### src/rtl/fusion_pkg.sv
// Shared types and helpers for the Bit Fusion multiply-accumulate unit.
// Brick products are 6-bit two's complement, wide enough for any 2x2 signedness combination.
package fusion_pkg;

   localparam int FUSION_W = 8;
   localparam int NBB      = (FUSION_W / 2) * (FUSION_W / 2);
   localparam int BB_W     = 6;

   typedef enum logic [2:0] {P2, P4, P8, P16, P32, P64} prec_t;

   function automatic int lane_w(input int m);
      return 2 << m;
   endfunction

   function automatic int lane_cnt(input int w, input int m);
      return w / lane_w(m);
   endfunction

endpackage

### src/rtl/bitbrick.sv
// 2x2-bit multiplier brick; emits all four signedness variants, indexed {x_signed, y_signed}.
module bitbrick
   import fusion_pkg::*;
(
   input  logic [1:0]           x,
   input  logic [1:0]           y,
   output logic [3:0][BB_W-1:0] p
);

   logic [BB_W-1:0] xu, xs, yu, ys;

   assign xu = {{(BB_W-2){1'b0}}, x};
   assign xs = {{(BB_W-2){x[1]}}, x};
   assign yu = {{(BB_W-2){1'b0}}, y};
   assign ys = {{(BB_W-2){y[1]}}, y};

   assign p[0] = xu * yu;
   assign p[1] = xu * ys;
   assign p[2] = xs * yu;
   assign p[3] = xs * ys;

endmodule

### src/rtl/fusion_lane_sum.sv
// Fuses brick products into lanes for every precision mode and selects the requested one.
// Only the top brick row/column of a lane is treated as signed; cross-lane bricks drop out.
module fusion_lane_sum
   import fusion_pkg::*;
#(
   parameter int W     = 8,
   parameter int ACC_W = 32,
   parameter int NMODE = $clog2(W),
   parameter int PW    = (NMODE > 1) ? $clog2(NMODE) : 1
) (
   input  logic [(W/2)*(W/2)-1:0][3:0][BB_W-1:0] prod,
   input  logic [PW-1:0]                         prec,
   input  logic                                  sa,
   input  logic                                  sb,
   output logic [ACC_W-1:0]                      lane_sum
);

   localparam int HB = W / 2;

   logic [ACC_W-1:0] mode_sum [NMODE];

   function automatic logic [ACC_W-1:0] sext(input logic [BB_W-1:0] v);
      return {{(ACC_W-BB_W){v[BB_W-1]}}, v};
   endfunction

   // Every mode is built from constants so each collapses to a fixed shift-add tree.
   always_comb begin
      for (int m = 0; m < NMODE; m++) begin
         mode_sum[m] = '0;
         for (int r = 0; r < HB; r++) begin
            for (int c = 0; c < HB; c++) begin
               if ((r >> m) == (c >> m)) begin
                  mode_sum[m] = mode_sum[m]
                     + (sext(prod[r*HB+c][{sa && ((r % (lane_w(m)/2)) == (lane_w(m)/2 - 1)),
                                          sb && ((c % (lane_w(m)/2)) == (lane_w(m)/2 - 1))}])
                        << (2*(r % (lane_w(m)/2)) + 2*(c % (lane_w(m)/2))));
               end
            end
         end
      end
      lane_sum = '0;
      if (int'(prec) < NMODE) begin
         lane_sum = mode_sum[prec];
      end
   end

endmodule

### src/rtl/fusion_unit.sv
// Pipelined Bit Fusion MAC: input reg, brick product reg, lane sum reg, accumulator/output reg.
// A single global enable stalls every stage while a result waits for the consumer.
module fusion_unit
   import fusion_pkg::*;
#(
   parameter int W     = 8,
   parameter int ACC_W = 32,
   parameter int NMODE = $clog2(W)
) (
   input  logic                                        clk,
   input  logic                                        rst,
   input  logic                                        in_valid,
   output logic                                        in_ready,
   input  logic [W-1:0]                                a,
   input  logic [W-1:0]                                b,
   input  logic                                        sa,
   input  logic                                        sb,
   input  logic [((NMODE > 1) ? $clog2(NMODE) : 1)-1:0] prec,
   input  logic                                        acc_clr,
   input  logic                                        acc_last,
   output logic                                        out_valid,
   input  logic                                        out_ready,
   output logic [ACC_W-1:0]                            out_data,
   output logic                                        out_ovf,
   output logic                                        err
);

   localparam int PW = (NMODE > 1) ? $clog2(NMODE) : 1;
   localparam int HB = W / 2;
   localparam int NB = HB * HB;

   logic                         en;
   logic                         s1_valid, s1_sa, s1_sb, s1_clr, s1_last;
   logic [W-1:0]                 s1_a, s1_b;
   logic [PW-1:0]                s1_prec;
   logic [NB-1:0][3:0][BB_W-1:0] bb_prod, s2_prod;
   logic                         s2_valid, s2_sa, s2_sb, s2_clr, s2_last;
   logic [PW-1:0]                s2_prec;
   logic [ACC_W-1:0]             ls, s3_sum;
   logic                         s3_valid, s3_clr, s3_last;
   logic [ACC_W-1:0]             acc, acc_sum;
   logic                         ovf_sticky, add_ovf, sticky_nxt;

   assign en       = !(out_valid && !out_ready);
   assign in_ready = en;

   for (genvar r = 0; r < HB; r++) begin : g_row
      for (genvar c = 0; c < HB; c++) begin : g_col
         bitbrick u_bb (
            .x (s1_a[2*r +: 2]),
            .y (s1_b[2*c +: 2]),
            .p (bb_prod[r*HB+c])
         );
      end
   end

   fusion_lane_sum #(.W(W), .ACC_W(ACC_W), .NMODE(NMODE), .PW(PW)) u_lane_sum (
      .prod     (s2_prod),
      .prec     (s2_prec),
      .sa       (s2_sa),
      .sb       (s2_sb),
      .lane_sum (ls)
   );

   always_ff @(posedge clk or posedge rst) begin
      if (rst) begin
         s1_valid <= 1'b0; s1_a <= '0; s1_b <= '0; s1_sa <= 1'b0; s1_sb <= 1'b0;
         s1_prec  <= '0;   s1_clr <= 1'b0; s1_last <= 1'b0;
         s2_valid <= 1'b0; s2_prod <= '0; s2_sa <= 1'b0; s2_sb <= 1'b0;
         s2_prec  <= '0;   s2_clr <= 1'b0; s2_last <= 1'b0;
         s3_valid <= 1'b0; s3_sum <= '0; s3_clr <= 1'b0; s3_last <= 1'b0;
      end else if (en) begin
         s1_valid <= in_valid; s1_a <= a; s1_b <= b; s1_sa <= sa; s1_sb <= sb;
         s1_prec  <= prec;     s1_clr <= acc_clr; s1_last <= acc_last;
         s2_valid <= s1_valid; s2_prod <= bb_prod; s2_sa <= s1_sa; s2_sb <= s1_sb;
         s2_prec  <= s1_prec;  s2_clr <= s1_clr; s2_last <= s1_last;
         s3_valid <= s2_valid; s3_sum <= ls; s3_clr <= s2_clr; s3_last <= s2_last;
      end
   end

   // A clearing beat loads lane_sum directly, so it can never overflow.
   always_comb begin
      acc_sum    = (s3_clr ? '0 : acc) + s3_sum;
      add_ovf    = !s3_clr && (acc[ACC_W-1] == s3_sum[ACC_W-1])
                   && (acc_sum[ACC_W-1] != acc[ACC_W-1]);
      sticky_nxt = !s3_clr && (ovf_sticky || add_ovf);
   end

   always_ff @(posedge clk or posedge rst) begin
      if (rst) begin
         acc        <= '0;
         ovf_sticky <= 1'b0;
         out_valid  <= 1'b0;
         out_data   <= '0;
         out_ovf    <= 1'b0;
         err        <= 1'b0;
      end else begin
         if (en) begin
            out_valid <= s3_valid && s3_last;
            if (s3_valid) begin
               acc        <= acc_sum;
               ovf_sticky <= sticky_nxt;
               if (s3_last) begin
                  out_data <= acc_sum;
                  out_ovf  <= sticky_nxt;
               end
            end
         end
         if (in_valid && en && int'(prec) >= NMODE) begin
            err <= 1'b1;
         end
      end
   end

endmodule
### config.mk
export PLATFORM = sky130hd
export DESIGN_NAME = fusion_unit
export DESIGN_NICKNAME = d
export VERILOG_FILES = /design/src/rtl/fusion_pkg.sv /design/src/rtl/bitbrick.sv /design/src/rtl/fusion_lane_sum.sv /design/src/rtl/fusion_unit.sv
export SDC_FILE = /design/constraint.sdc
export NUM_CORES = 1
export LEC_CHECK = 0
export CAP_MARGIN = 25
export CORE_MARGIN = 2
export CORE_UTILIZATION = 57
export CTS_CLUSTER_DIAMETER = 80
export DETAILED_ROUTE_END_ITERATION = 8
export PLACE_DENSITY = 0.78
export SYNTH_ARGS = -nofsm -noshare
export SYNTH_HDL_FRONTEND = slang
export SYNTH_SLANG_ARGS = --single-unit
### constraint.sdc
create_clock -name clk -period 8.5 [get_ports clk]
set_input_delay 1.275 -clock clk [delete_from_list [all_inputs] [get_ports clk]]
set_output_delay 1.275 -clock clk [all_outputs]
set_load 0.1 [all_outputs]
==> impl_metrics.yaml <==
clock_network:
  clk_transition_reported_paths_ps: 60
  hold_buffers: 0
  cts_htree_levels: 1
  postCtsSetupBuffers: 0
  clk_path_buf_depth: 3
  cts_resized: 0
  cts.sinks: 269
  clk_latency_ps: 580
  cts_root_buffer: "clkbuf_16"
  cts_tree: "yes"
  cts_buffers: 31
critical_path:
  crit_type: "register to register"
  reg2reg_slack_ps: 2030
  end_kind: "register"
  crit_buf_inv: 4
  path_depth: 19
  crit_path_top_delay_cell: "dfrtp_1"
  cp-start-kind: "register"
  required_ps: 8990
  crit_family: "adder cells"
  reg2reg_from: "s2_sa$_DFFE_PP0N_"
  reg2reg_to: "s3_sum[20]$_DFFE_PP0N_"
  crit_path_frequent_cell: "fa_1"
  path_max_fanout: 16
  rr_worst_depth: 19
  crit_chain: "buf_4 > mux2i_1 > fa_1 > inv_1 > fa_1 > fa_1 > inv_1 > fa_1 > inv_1 > ha_1 > a21o_1 > a21oi_1 > o21bai_1 > a2111oi_0 > o31ai_1 > nor3b_1 > o21ai_0 > nor2_1 > nor2_1"
  critical_path_arrival_ps: 6960
  critPathCapture: "s3_sum[20]$_DFFE_PP0N_"
  critical_path.startpoint: "s2_sa$_DFFE_PP0N_"
  max_stage_delay_ps: 790
sta:
  slew_headroom_pct: 30.2
  fmax_mhz: 154
  tns_ps: 0
  post-route-period-util_pct: 76.2
  worst_hold_slack_ps: 463
  finalHoldViolCount: 0
  worstMarginPinSlew_ps: 1050
  finalSetupViolations: 0
  fin_ws_ps: 2030
  rsz0062_at_grt: "false"
  period_needed_ps: 6470
  finalMaxSlewViolations: 0
  finClkSkew_ps: 14.7
logic_synthesis:
  yosys.area_share.simple_pct: 17.7
  synth_top_area_share_pct: 34.7
  synth_commonest_cells: "505 x nand2_1, 269 x dfrtp_1, 180 x inv_1"
  synth_fp_nets: 2408
  yosysTopAreaCell: "dfrtp_1"
  synthMuxAreaShare_pct: 5.54
  syn_avg_cell_area_um2: 9.30
  ys_seq_area_share_pct: 34.7
  synth-compound-area-share_pct: 9.68
  yosys_warnings: 0
  synth_edf_count: 0
  synth_seq_cells: 269
  synth_flop_cell: "dfrtp_1"
  synth_top_family_by_area: "adder cells"
  yosys.area_share.adder_pct: 24.1
  ys_types: 66
  syn-cell-area_um2: 19400
  synthCells: 2087
  synth.most_common_cell: "nand2_1"
  synth_area_leaders: "dfrtp_1 35%, fa_1 14%, ha_1 11%, nand2_1 9.8%, inv_1 3.5%"
  async_reset_ff_share_pct: 100
  synth-xor-area-share_pct: 2.74
route:
  wl_per_cell_um: 17.8
  vias: 14500
  ant_nets: 0
  via_per_inst: 5.64
  drc_errors: 0
  routed_wl_mm: 45.9
  first_iter_violations: 965
  first_pass_iters: 5
die:
  start_util_pct: 57.9
  rows: 67
  dieArea_um2: 35500
  die_w_um: 189
  io_pins: 62
  die_h_um: 189
  core_area_um2: 33500
finish:
  antennaDiodeCount: 0
  fillerInstances: 2728
  drive_gt1_share_pct: 6.97
  post-route-util_pct: 64.1
  multi_input_area_um2: 11600
  fin_nets: 2421
  seq_area_um2: 6730
  synthToLayoutAreaGrowth_pct: 10.8
placement:
  portBuffers: 61
  dp_slack_ps: 2110
  dp_hpwl_mm: 34.0
  place_congestion: 0.962
global_routing:
  track_usage_pct: 26.5
  grt_pass1_wl_mm: 75.9
  grt_pass1_vias: 14600
  grt_max_degree: 107
  overflow: 0
  antenna_found_initial: 0
hold_path:
  hp-class: "register to register"
run_status:
  status: "finished clean"
flow_run:
  drv_cap: 0
-- area by class of cell --
type                            count  area share, %
Clock buffer                       45           4.32
Clock inverter                     12          0.686
Inverter                          182           3.23
Multi-Input combinational cell   1534           54.0
Sequential cell                   269           31.3
Tap cell                          448           2.61
Timing Repair Buffer               82           3.89
-- logic make-up (layout without fill, tap and decap cells) --
| group | Yosys count | in the layout |
|---|---|---|
| AO/OA/AOI/OAI | 294 | 294 |
| adder cells (fa/ha/maj) | 295 | 295 |
| multiplexers | 91 | 91 |
| flip-flops | 269 | 269 |
| AND/OR/NAND/NOR | 795 | 795 |
| buffers and inverters | 284 | 321 |
| XOR/XNOR | 59 | 59 |
-- worst min-delay path by stage --
stage,startpoint,end,cells after the start
detailed placement,s2_prod[352]$_DFFE_PP0N_,s2_prod[352]$_DFFE_PP0N_,2
floorplan,s2_prod[328]$_DFFE_PP0N_,s2_prod[328]$_DFFE_PP0N_,2
CTS,s2_prod[352]$_DFFE_PP0N_,s2_prod[352]$_DFFE_PP0N_,2
global route,s2_prod[368]$_DFFE_PP0N_,s2_prod[368]$_DFFE_PP0N_,2
global placement,s2_prod[73]$_DFFE_PP0N_,s2_prod[73]$_DFFE_PP0N_,2
finish,s2_prod[73]$_DFFE_PP0N_,s2_prod[73]$_DFFE_PP0N_,2
-- worst min-delay path, cell delays in order, from the launching register on --
cell     delay [ps]
dfrtp_1         340
nand2_1          50
nand2_1          50
-- stage by stage --
stage	area [um2]	instances
after floorplan	19400	2087
after global placement	20300	2511
after global routing	21500	2572
final	21500	2572
after detailed placement	20300	2511
after CTS	21400	2568
-- per-layer routing --
layer  wire length [um]  vias up  track usage [%]
met1              19700     7121             35.5
met4               1610        0             8.77
li1                   -     6817                -
met2              22200      448             45.0
met5                  0        -                0
met3               2300      112             3.17
-- registers in the layout, summed over array words and instances (netlist names), 2 cells and up --
| name | flops |
|---|---|
| s2_prod | 136 |
| acc | 32 |
| out_data | 32 |
| s3_sum | 32 |
| s1_a | 8 |
| s1_b | 8 |
| s1_prec | 2 |
| s2_prec | 2 |
-- layout by cell type (no fill, tap or decap), types with 27 or more instances in the layout --
cell	instances
mux2_2	50
dfrtp_1	268
ha_1	163
and2_1	45
nand3_1	30
nor2b_1	59
mux2i_1	32
nor2_1	97
inv_1	179
fa_1	132
clkdlybuf4s50_1	61
o21ai_0	67
nand2b_1	27
a21o_1	34
nand2_1	505
clkbuf_16	31
xnor2_1	41
a21oi_1	91
Power is not shown: default switching activity piles up to over one toggle a cycle in this logic, so the estimate is an artifact.
